==> src/rtl/mult_pkg.sv <==
// Shared types for the multiplier issue block: completion status codes, FSM states and queue entry.
package mult_pkg;

  localparam int DEFAULT_TIMEOUT_CYC = 255;

  typedef enum logic [1:0] {
    OK          = 2'b00,
    ARG_ERR     = 2'b01,
    RES_PAR_ERR = 2'b10,
    TIMEOUT     = 2'b11
  } status_e;

  typedef enum logic [1:0] {
    IDLE,
    REQ,
    WAIT_RES,
    OUT
  } state_e;

  typedef struct packed {
    logic [15:0] a;
    logic [15:0] b;
    logic [1:0]  inj;
  } pair_t;

endpackage

==> src/rtl/mult_issue_fifo.sv <==
// Operand-pair queue: registered read port, push refused when full, pop refused when empty.
// Simultaneous push and pop keep the count; pointers wrap modulo DEPTH.
module mult_issue_fifo
  import mult_pkg::*;
#(
  parameter int DEPTH = 4
) (
  input  logic  clk,
  input  logic  rst_n,
  input  logic  push_i,
  input  pair_t dat_i,
  input  logic  pop_i,
  output pair_t dat_o,
  output logic  full_o,
  output logic  empty_o
);

  localparam int AW = (DEPTH > 1) ? $clog2(DEPTH) : 1;
  localparam int CW = $clog2(DEPTH + 1);

  pair_t         mem_q [DEPTH];
  logic [AW-1:0] wr_ptr_q, wr_ptr_d;
  logic [AW-1:0] rd_ptr_q, rd_ptr_d;
  logic [CW-1:0] cnt_q, cnt_d;
  logic          do_push, do_pop;

  function automatic logic [AW-1:0] ptr_inc(input logic [AW-1:0] p);
    return (p == AW'(DEPTH - 1)) ? '0 : p + 1'b1;
  endfunction

  assign full_o  = (cnt_q == CW'(DEPTH));
  assign empty_o = (cnt_q == '0);
  assign do_push = push_i && !full_o;
  assign do_pop  = pop_i && !empty_o;
  assign dat_o   = mem_q[rd_ptr_q];

  always_comb begin
    wr_ptr_d = wr_ptr_q;
    rd_ptr_d = rd_ptr_q;
    cnt_d    = cnt_q;
    if (do_push) wr_ptr_d = ptr_inc(wr_ptr_q);
    if (do_pop)  rd_ptr_d = ptr_inc(rd_ptr_q);
    if (do_push && !do_pop)      cnt_d = cnt_q + 1'b1;
    else if (do_pop && !do_push) cnt_d = cnt_q - 1'b1;
  end

  always_ff @(posedge clk) begin
    if (do_push) mem_q[wr_ptr_q] <= dat_i;
  end

  always_ff @(posedge clk or negedge rst_n) begin
    if (!rst_n) begin
      wr_ptr_q <= '0;
      rd_ptr_q <= '0;
      cnt_q    <= '0;
    end else begin
      wr_ptr_q <= wr_ptr_d;
      rd_ptr_q <= rd_ptr_d;
      cnt_q    <= cnt_d;
    end
  end

endmodule

==> src/rtl/mult_issue.sv <==
// Queues signed operand pairs and issues them one at a time to a req/ack multiplier; req rises the cycle after the pop.
// in_ready drops when the queue is full; a completed result is held on out_* until out_ready, with a per-phase timeout.
module mult_issue
  import mult_pkg::*;
#(
  parameter int FIFO_DEPTH  = 4,
  parameter int TIMEOUT_CYC = DEFAULT_TIMEOUT_CYC
) (
  input  logic        clk,
  input  logic        rst_n,
  input  logic        in_valid,
  output logic        in_ready,
  input  logic [15:0] in_a,
  input  logic [15:0] in_b,
  input  logic [1:0]  in_inj_err,
  output logic        req,
  input  logic        ack,
  output logic [15:0] arg_a,
  output logic        arg_a_parity,
  output logic [15:0] arg_b,
  output logic        arg_b_parity,
  input  logic        result_rdy,
  input  logic [31:0] result,
  input  logic        result_parity,
  input  logic        arg_parity_error,
  output logic        out_valid,
  input  logic        out_ready,
  output logic [31:0] out_result,
  output logic [1:0]  out_status
);

  localparam int TW = $clog2(TIMEOUT_CYC + 1);

  state_e        state_q, state_d;
  pair_t         fifo_wr_dat, fifo_rd_dat;
  logic          fifo_full, fifo_empty, push, pop;
  logic [15:0]   arg_a_q, arg_a_d, arg_b_q, arg_b_d;
  logic          arg_a_par_q, arg_a_par_d, arg_b_par_q, arg_b_par_d;
  logic [31:0]   out_result_q, out_result_d;
  status_e       out_status_q, out_status_d;
  logic [TW-1:0] tmo_q, tmo_d;
  logic          tmo_hit;

  assign in_ready    = !fifo_full;
  assign push        = in_valid && in_ready;
  assign fifo_wr_dat = '{a: in_a, b: in_b, inj: in_inj_err};

  mult_issue_fifo #(
    .DEPTH (FIFO_DEPTH)
  ) u_fifo (
    .clk     (clk),
    .rst_n   (rst_n),
    .push_i  (push),
    .dat_i   (fifo_wr_dat),
    .pop_i   (pop),
    .dat_o   (fifo_rd_dat),
    .full_o  (fifo_full),
    .empty_o (fifo_empty)
  );

  // The counter would reach TIMEOUT_CYC on this edge, so the phase has lasted TIMEOUT_CYC cycles.
  assign tmo_hit = (tmo_q == TW'(TIMEOUT_CYC - 1));

  always_comb begin
    state_d      = state_q;
    pop          = 1'b0;
    arg_a_d      = arg_a_q;
    arg_b_d      = arg_b_q;
    arg_a_par_d  = arg_a_par_q;
    arg_b_par_d  = arg_b_par_q;
    out_result_d = out_result_q;
    out_status_d = out_status_q;
    tmo_d        = tmo_q;

    unique case (state_q)
      IDLE: begin
        if (!fifo_empty) begin
          pop     = 1'b1;
          state_d = REQ;
          tmo_d   = '0;
        end
      end
      REQ: begin
        tmo_d = tmo_q + 1'b1;
        if (ack) begin
          state_d = WAIT_RES;
          tmo_d   = '0;
        end else if (tmo_hit) begin
          state_d      = OUT;
          out_result_d = '0;
          out_status_d = TIMEOUT;
        end
      end
      WAIT_RES: begin
        tmo_d = tmo_q + 1'b1;
        if (result_rdy) begin
          state_d      = OUT;
          out_result_d = result;
          if (arg_parity_error)             out_status_d = ARG_ERR;
          else if (^result != result_parity) out_status_d = RES_PAR_ERR;
          else                               out_status_d = OK;
        end else if (tmo_hit) begin
          state_d      = OUT;
          out_result_d = '0;
          out_status_d = TIMEOUT;
        end
      end
      OUT: begin
        if (out_ready) begin
          if (!fifo_empty) begin
            pop     = 1'b1;
            state_d = REQ;
            tmo_d   = '0;
          end else begin
            state_d = IDLE;
          end
        end
      end
      default: state_d = IDLE;
    endcase

    if (pop) begin
      arg_a_d     = fifo_rd_dat.a;
      arg_b_d     = fifo_rd_dat.b;
      arg_a_par_d = ^fifo_rd_dat.a ^ fifo_rd_dat.inj[0];
      arg_b_par_d = ^fifo_rd_dat.b ^ fifo_rd_dat.inj[1];
    end
  end

  always_ff @(posedge clk or negedge rst_n) begin
    if (!rst_n) begin
      state_q      <= IDLE;
      arg_a_q      <= '0;
      arg_b_q      <= '0;
      arg_a_par_q  <= 1'b0;
      arg_b_par_q  <= 1'b0;
      out_result_q <= '0;
      out_status_q <= OK;
      tmo_q        <= '0;
    end else begin
      state_q      <= state_d;
      arg_a_q      <= arg_a_d;
      arg_b_q      <= arg_b_d;
      arg_a_par_q  <= arg_a_par_d;
      arg_b_par_q  <= arg_b_par_d;
      out_result_q <= out_result_d;
      out_status_q <= out_status_d;
      tmo_q        <= tmo_d;
    end
  end

  assign req          = (state_q == REQ);
  assign out_valid    = (state_q == OUT);
  assign arg_a        = arg_a_q;
  assign arg_b        = arg_b_q;
  assign arg_a_parity = arg_a_par_q;
  assign arg_b_parity = arg_b_par_q;
  assign out_result   = out_result_q;
  assign out_status   = out_status_q;

endmodule

==> config.mk <==
export PLATFORM = sky130hd
export DESIGN_NAME = mult_issue
export DESIGN_NICKNAME = d
export VERILOG_FILES = /design/src/rtl/mult_pkg.sv /design/src/rtl/mult_issue_fifo.sv /design/src/rtl/mult_issue.sv
export SDC_FILE = /design/constraint.sdc
export NUM_CORES = 1
export LEC_CHECK = 0
export CAP_MARGIN = 20
export CORE_AREA = 2 2 134 136
export DETAILED_ROUTE_END_ITERATION = 6
export DIE_AREA = 0 0 136 138
export PLACE_DENSITY_LB_ADDON = 0.25
export SLEW_MARGIN = 30
export SYNTH_ARGS = -nofsm -noshare
export SYNTH_HDL_FRONTEND = slang
export SYNTH_SLANG_ARGS = --single-unit
==> constraint.sdc <==
create_clock -name clk -period 3.8 [get_ports clk]
set_input_delay 0.76 -clock clk [delete_from_list [all_inputs] [get_ports clk]]
set_output_delay 0.76 -clock clk [all_outputs]
set_load 0.01 [all_outputs]
## Word-level counts from Yosys, hierarchy flattened

Memory sizes are Yosys's and may differ from the RTL's.
Cells that the tools add are included.

- Input bits: 74
- Flip-flop bits (word level): 85
- RAM bits: 136
- Memories: 1

- Bitwise gates (word level): 2
- Mux-type cells: 30
- Reduce and logical (&&, ||, !) cells: 18
- Add/subtract/negate cells: 5
- Eq/ne operators: 11

Memories:

| memory | words | bits a word | rd ports | clocked after Yosys merged registers in | write ports | RTL line | text |
|---|---|---|---|---|---|---|---|
| u_fifo.mem_q | 4 | 34 | 1 | 0 | 1 | mult_issue_fifo.sv:21 | `pair_t mem_q [DEPTH];` |

Operators with widths:

| operator | number |
|---|---|
| $mux 32 | 3 |
| $pmux 32 s2 | 1 |
| $pmux 8 s4 | 1 |
| $reduce_xor 16->1 | 2 |
| $reduce_xor 32->1 | 1 |
| $mux 2 | 12 |
| $mux 8 | 3 |
| $add 8x1->8 const B | 1 |
| $eq 2x2->1 const B | 4 |
| $eq 8x8->1 const B | 1 |
| $pmux 2 s4 | 1 |
| $mux 3 | 2 |
| $logic_and 1x1->1 | 5 |
| $mux 1 | 5 |
| $add 2x1->2 const B | 2 |
| $logic_not 1->1 | 4 |
| $ne 2x2->1 const B | 2 |
| $pmux 2 s2 | 1 |
| $reduce_and 2->1 | 2 |
| $reduce_bool 2->1 | 2 |
| $add 3x1->3 const B | 1 |
| $eq 3x3->1 const B | 1 |
| $logic_not 3->1 | 1 |
| $sub 3x1->3 const B | 1 |
| other kinds (6) | 7 |

## Depth between registers and ports, before layout

Gate-level depths: netlist of run 1.

- Depth after elaboration: 8
- Gate-level depth with buffers: 12
- Depth with buffers taken out: 11

## Hierarchy

A second synthesis of run 1 with hierarchy kept.

- Cell total of the unflattened synthesis: 580
- Area total of the unflattened synthesis: 9130.0 um^2

By module, submodules not included:

| module | instances | area an instance (um^2) | sequential area each (um^2) | cells an instance |
|---|---|---|---|---|
| mult_issue_fifo | 1 | 5392.7 | 4259.1 | 215 |
| mult_issue | 1 | 3737.3 | 1951.9 | 365 |

## Worst setup path before layout of run 1

OpenSTA, ideal clock, no wires.

- Kind: input port to flip-flop
- Start: input out_ready
- End: register u_fifo.cnt_q[1]
- Stages: 8
- Required time: 3.675 ns
- Setup slack: 1.196 ns
- Library setup time: 0.125 ns
- Arrival: 2.479 ns
- Buffers on the path: 1
- Cells stage by stage: a21oi_1 -> nor3_1 -> inv_2 -> clkbuf_1 -> ha_1 -> inv_1 -> fa_1 -> mux2_2

- Longest elaborated chain between the ends: 6
- Elaborated cells on any way between the ends: 8
- Those cells by class: mux: 3; reduce/logical: 5

Ends and longest elaborated chain:

| what | RTL line | text |
|---|---|---|
| start, declared | mult_issue.sv:27 | `input logic out_ready,` |
| $mux 1 | mult_issue.sv:109 | `if (out_ready) begin` |
| $pmux 1 s2 | mult_issue.sv:75 | `unique case (state_q)` |
| $logic_and 1x1->1 | mult_issue_fifo.sv:34 | `assign do_pop = pop_i && !empty_o;` |
| $logic_not 1->1 | mult_issue_fifo.sv:43 | `if (do_push && !do_pop) cnt_d = cnt_q + 1'b1;` |
| $logic_and 1x1->1 | mult_issue_fifo.sv:43 |  |
| $mux 3 | mult_issue_fifo.sv:43 |  |
| via u_fifo.cnt_d[1] | mult_issue_fifo.sv:24 | `logic [CW-1:0] cnt_q, cnt_d;` |
| end signal, assigned | mult_issue_fifo.sv:59 | `cnt_q <= cnt_d;` |
| end, declared | mult_issue_fifo.sv:24 |  |

The timed path passes the listed nets, and every way through them passes these cells.
A chain may end at the register's enable or synchronous reset.

## Worst setup path after layout of run 1

- Start: register u_fifo.rd_ptr_q[0]
- End: register arg_a_par_q, in the netlist arg_a_parity

- Longest elaborated chain between the ends: 3

Ends and longest elaborated chain:

| what | RTL line | text |
|---|---|---|
| start, declared | mult_issue_fifo.sv:23 | `logic [AW-1:0] rd_ptr_q, rd_ptr_d;` |
| start signal, assigned | mult_issue_fifo.sv:58 | `rd_ptr_q <= rd_ptr_d;` |
| $mem_v2 4x34 * | n/a |  |
| $reduce_xor 16->1 | mult_issue.sv:125 | `arg_a_par_d = ^fifo_rd_dat.a ^ fifo_rd_dat.inj[0];` |
| $xor 1x1->1 * | mult_issue.sv:125 |  |
| end signal, assigned | mult_issue.sv:144 | `arg_a_par_q <= arg_a_par_d;` |
| end, declared | mult_issue.sv:38 | `logic arg_a_par_q, arg_a_par_d, arg_b_par_q, arg_b_par_d;` |

Every way passes the cells marked *; elsewhere a longest branch is shown, timed or not.

==> results of run 1 <==
-- cells by family (layout without fill, tap and decap cells) --
logic type               Yosys count  count (layout)  synth area share
flip-flops                       221             221             0.686
AND/OR/NAND/NOR                  145             145            0.0659
AO/OA/AOI/OAI                     67              67            0.0539
XOR/XNOR                          66              66            0.0654
multiplexers                      35              35            0.0883
buffers and inverters             33             202            0.0202
adder cells (fa/ha/maj)           14              14            0.0202
other                              0               1                 0
-- synthesized netlist by cell type (6+ instances only) --
library cell	n	area, um2
xor2_1	12	105
inv_1	9	33.8
xnor2_1	53	464
nor2_1	8	30.0
nand2_1	112	420
dfrtp_1	85	2130
mux4_2	28	631
a21oi_1	9	45.0
ha_1	13	163
clkbuf_1	15	56.3
mux4_1	6	158
and3_1	7	43.8
a22o_1	32	280
o21ai_1	7	35.0
o21ai_0	6	30.0
edfxtp_1	136	4080
-- through the flow --
stage          utilization  cell area, um2  hold slack, ns  power [mW]
2_1_floorplan            -            9050           0.445        6.43
6_report             0.656           11500           0.319        10.1
5_1_grt              0.656           11500           0.384        10.8
3_5_place_dp         0.611           10700           0.462        7.89
4_1_cts              0.656           11500           0.359        10.2
3_3_place_gp         0.610           10700           0.459        7.75
-- power breakdown --
part / internal (mW) / total (mW) / switching [mW]
sequential: 3.29 / 3.62 / 0.338
clock: 1.44 / 2.34 / 0.902
combinational: 2.13 / 4.17 / 2.04
-- registers in the layout (all words and copies together), names as in the netlist --
register         count
u_fifo.mem_q       136
out_result          32
arg_a               16
arg_b               16
tmo_q                8
u_fifo.cnt_q         3
out_status           2
state_q              2
u_fifo.rd_ptr_q      2
u_fifo.wr_ptr_q      2
arg_a_parity         1
arg_b_parity         1
-- cell type report --
cell class	instances	share of cell area
diodes	1	0.000217
clock buffers	27	0.0539
clock inverters	13	0.0153
inverters	10	0.00326
multi-input cells	327	0.232
flip-flops and latches	221	0.540
well taps	229	0.0249
repair buffers	152	0.131
-- critical path, cell delays in order (launching register included) --
cell and delay (ns):
dfrtp_2 0.71, buf_4 0.34, mux4_1 0.64, xor2_1 0.20, xnor2_1 0.21, xnor2_1 0.15
xnor2_1 0.15, xnor2_1 0.14, o21ai_1 0.07
-- metal layers --
metal  part of all wire  GRT usage
met2               0.50      0.350
met5                  0          0
met4              0.017     0.0554
met1               0.42      0.272
met3              0.058     0.0389
-- worst min-delay path by stage --
stage,startpoint,endpoint,slack (ns),depth (start not counted)
after floorplan,tmo_q[6],tmo_q[6],0.45,1
after global placement,arg_a[5],arg_a[5],0.46,2
after detailed placement,arg_a[10],arg_a[10],0.46,2
after CTS,rst_n,tmo_q[3],0.36,1
after global routing,rst_n,tmo_q[0],0.38,1
final,rst_n,tmo_q[3],0.32,1
==> results.py, run 1 <==
metrics = {
    "pwr": {
        "vdd_drop_max_uv": 464,
        "p_leak_nw": 4.40,
        "power_density_mw_per_mm2": 880,
    },
    "global_route": {
        "grt_pass1_vias": 5669,
        "grt_overflow": 0,
        "gr-usage-all-layers": 0.205,
        "grt_max_degree": 86,
        "grt_pass1_wl_mm": 30.1,
        "antenna_found_initial": 1,
    },
    "worst_setup_path": {
        "worst-path-max-fanout": 16,
        "crit_end": "arg_a_parity",
        "cp-startpoint": "u_fifo.rd_ptr_q[0]",
        "cp-start-kind": "flop",
        "timing.rr.end": "arg_a_parity",
        "cp.arrival_ns": 3.14,
        "reg2reg_from": "u_fifo.rd_ptr_q[0]",
        "cp-end-kind": "flop",
        "worstPathRequired_ns": 4.16,
        "critical_path_class": "flop to flop",
        "r2r_slack_ns": 1.03,
        "reg2reg_depth": 8,
    },
    "timing": {
        "rsz0062_at_grt": "no",
        "finalCritPeriodShare": 0.729,
        "max_freq_mhz": 361,
        "period_minus_slack_ns": 2.77,
        "hold_violations": 0,
        "fin_setup_tns_ns": 0,
        "slew_violations": 0,
        "fin_skew_ns": 0.00839,
        "final.setup.worst_slack_ns": 1.03,
        "relSlewSlack": 0.366,
        "tightest_slew_ns": 0.951,
        "final-setup-viol-count": 0,
    },
    "yosys": {
        "synth-seq-area-share": 0.686,
        "synthCells": 581,
        "ys.flop_type": "edfxtp_1",
        "async_reset_ff_frac": 0.385,
        "synth_edf_count": 136,
        "synth_warnings": 0,
        "synth_area_mm2": 0.00905,
        "ys_ff_latch": 221,
        "synthesis.nets": 669,
        "synth.distinct_cells": 38,
        "synth.avg_cell_area_um2": 15.6,
    },
    "clock_tree": {
        "cts_tree": "built",
        "clk_path_buf_depth": 3,
        "cts.hold.buffers_added": 0,
        "post_cts_buffers": 0,
        "clkSlewWorstSetupHoldPaths_ns": 0.06,
        "clock-sinks": 221,
        "htreeDepth": 1,
        "cts_buffers": 23,
        "clock-root-buffer": "clkbuf_16",
        "cts_resized": 0,
        "worstSkewPairLatency_ns": 0.50,
    },
    "placement": {
        "gp_congestion": 0.808,
        "port_buffers": 144,
        "post-place-ws_ns": 0.977,
        "dp_cells": 939,
        "hpwl_mm": 12.2,
    },
    "final_layout": {
        "fin_nets": 823,
        "fill_cells": 1289,
        "final_cell_mix": "143 x clkdlybuf4s50_1, 136 x edfxtp_1, 112 x nand2_1",
        "multi_input_area_mm2": 0.00267,
        "drive_gt1_frac": 0.108,
        "stdcell_count": 980,
        "layout_commonest_cell": "clkdlybuf4s50_1",
        "regArea_mm2": 0.00621,
        "area_growth_syn_to_layout_pct": 27.1,
    },
    "route": {
        "drc_errors": 0,
        "via_count": 5299,
        "initialDrtViolationCount": 226,
        "vias_per_cell": 5.41,
        "post_drt_wl_per_cell_um": 19.2,
        "ant_nets": 0,
        "wirelength_mm": 18.8,
        "detail_route.first_pass.iterations": 4,
    },
    "die": {
        "dieArea_mm2": 0.0188,
        "core_area_mm2": 0.0175,
        "rows": 49,
        "initial_core_util": 0.516,
        "dieHeight_um": 138,
        "die_w_um": 136,
        "num_io_pins": 145,
    },
    "outcome": {
        "status": "finished, final reports clean",
    },
    "flow_run": {
        "cap_violations": 0,
    },
    "min_path": {
        "hold_class": "input pin to asynchronous set/reset pin",
    },
}
Power figures use the tool's default switching activity.
==> run 2, diff against run 1 <==
==> constraint.sdc (replaced) <==
create_clock -name clk -period 2.8 [get_ports clk]
set_input_delay 0.56 -clock clk [delete_from_list [all_inputs] [get_ports clk]]
set_output_delay 0.56 -clock clk [all_outputs]
set_load 0.01 [all_outputs]
==> results.py, run 2 (same netlist as run 1, synthesis figures left out) <==
metrics = {
    "timing": {
        "fin_skew_ns": 0.00963,
        "period_minus_slack_ns": 2.46,
        "fin_setup_tns_ns": 0,
        "finalCritPeriodShare": 0.877,
        "final.setup.worst_slack_ns": 0.345,
        "relSlewSlack": 0.569,
        "rsz0062_at_grt": "no",
        "final-setup-viol-count": 0,
        "hold_ws_ns": 0.0228,
        "hold_violations": 0,
        "slew_violations": 0,
        "tightest_slew_ns": 0.642,
        "max_freq_mhz": 407,
    },
    "global_route": {
        "antenna_found_initial": 1,
        "grt_pass1_vias": 5747,
        "grt_overflow": 0,
        "gr-usage-all-layers": 0.206,
        "grt_pass1_wl_mm": 30.5,
        "grt_max_degree": 51,
    },
    "die": {
        "dieHeight_um": 138,
        "num_io_pins": 145,
        "initial_core_util": 0.516,
        "dieArea_mm2": 0.0188,
        "die_w_um": 136,
        "rows": 49,
        "core_area_mm2": 0.0175,
    },
    "pwr": {
        "p_leak_nw": 4.48,
        "internal_power_mw": 9.39,
        "clkPwrFrac": 0.231,
        "p_sw_frac": 0.323,
        "power_density_mw_per_mm2": 1190,
        "fin_total_pwr_mw": 13.9,
        "p_comb_frac": 0.420,
        "pwr-share-seq": 0.349,
        "vdd_drop_max_uv": 815,
        "power_switching_mw": 4.47,
    },
    "placement": {
        "post-place-ws_ns": 0.172,
        "hpwl_mm": 12.5,
        "gp_congestion": 0.800,
        "placed_cell_area_mm2": 0.0108,
        "port_buffers": 144,
        "dp_cells": 946,
    },
    "final_layout": {
        "stdcell_count": 991,
        "regArea_mm2": 0.00621,
        "fin_area_mm2": 0.0116,
        "regMostFlops": "u_fifo.mem_q",
        "fin_nets": 831,
        "fill_cells": 1269,
        "utilization": 0.664,
        "largest_reg_flops": 136,
        "area_growth_syn_to_layout_pct": 28.6,
        "final_cell_mix": "143 x clkdlybuf4s50_1, 136 x edfxtp_1, 112 x nand2_1",
        "drive_gt1_frac": 0.118,
        "multi_input_area_mm2": 0.00267,
        "layout_commonest_cell": "clkdlybuf4s50_1",
    },
    "route": {
        "drc_errors": 0,
        "detail_route.first_pass.iterations": 4,
        "initialDrtViolationCount": 280,
        "via_count": 5354,
        "post_drt_wl_per_cell_um": 19.3,
        "ant_nets": 0,
        "wirelength_mm": 19.1,
        "vias_per_cell": 5.40,
    },
    "clock_tree": {
        "clock-sinks": 221,
        "clk_path_buf_depth": 3,
        "clock-root-buffer": "clkbuf_16",
        "post_cts_buffers": 0,
        "cts_tree": "built",
        "worstSkewPairLatency_ns": 0.51,
        "clkSlewWorstSetupHoldPaths_ns": 0.06,
        "htreeDepth": 1,
        "cts_resized": 0,
        "cts.hold.buffers_added": 0,
        "cts_buffers": 24,
    },
    "flow_run": {
        "cap_violations": 0,
    },
    "worst_setup_path": {
        "cp-end-kind": "flop",
        "r2r_slack_ns": 0.34,
        "cp-start-kind": "flop",
        "reg2reg_depth": 9,
        "cp.arrival_ns": 2.88,
        "critical_path_class": "flop to flop",
        "worst-path-max-fanout": 5,
        "worstPathRequired_ns": 3.23,
    },
    "min_path": {
        "hold_class": "input pin to asynchronous set/reset pin",
    },
    "outcome": {
        "status": "finished, final reports clean",
    },
}
run 2: layout make-up:
| cell class | instances | area share |
|---|---|---|
| Multi-Input combinational cell | 327 | 0.229 |
| Antenna cell | 1 | 0.000215 |
| Sequential cell | 221 | 0.534 |
| Tap cell | 229 | 0.0246 |
| Inverter | 10 | 0.00322 |
| Clock buffer | 31 | 0.0574 |
| Timing Repair Buffer | 159 | 0.140 |
| Clock inverter | 13 | 0.0121 |
run 2: power groups by stage:
| stage | Combinational, mW | Sequential (mW) | Clock [mW] |
|---|---|---|---|
| 2_1_floorplan | 3.66 | 5.06 | 0 |
| 3_3_place_gp | 5.75 | 4.85 | 0 |
| 3_5_place_dp | 5.88 | 4.91 | 0 |
| 4_1_cts | 5.92 | 4.85 | 3.26 |
| 5_1_grt | 6.39 | 4.94 | 3.40 |
| 6_report | 5.82 | 4.85 | 3.20 |
run 2: routing by layer:
layer  track usage  up-vias  share of wire
met3        0.0429       28          0.063
li1              -     2450              -
met1         0.272     2732           0.42
met4        0.0488        0          0.018
met2         0.353      144           0.50
met5             0        -              0
run 2: final timing paths:
| kind | endpoint | startpoint |
|---|---|---|
| worst min register to register | arg_b[10] | arg_b[10] |
| worst max-delay path | u_fifo.cnt_q[2] | u_fifo.cnt_q[0] |
| worst min-delay path | tmo_q[7] | rst_n |
| max in group asynchronous | arg_a[12] | rst_n |
| min in group clk | arg_b[10] | arg_b[10] |
| worst max register to register | u_fifo.cnt_q[2] | u_fifo.cnt_q[0] |
run 2: critical path, stage by stage, from the launching register on:
cell and delay [ns]:
dfrtp_1 0.43, nor3_1 0.56, nor3_2 0.13, inv_2 0.08, ha_1 0.19, inv_1 0.07, fa_1 0.44, xor2_1 0.18
nor2_1 0.13, xor2_1 0.17
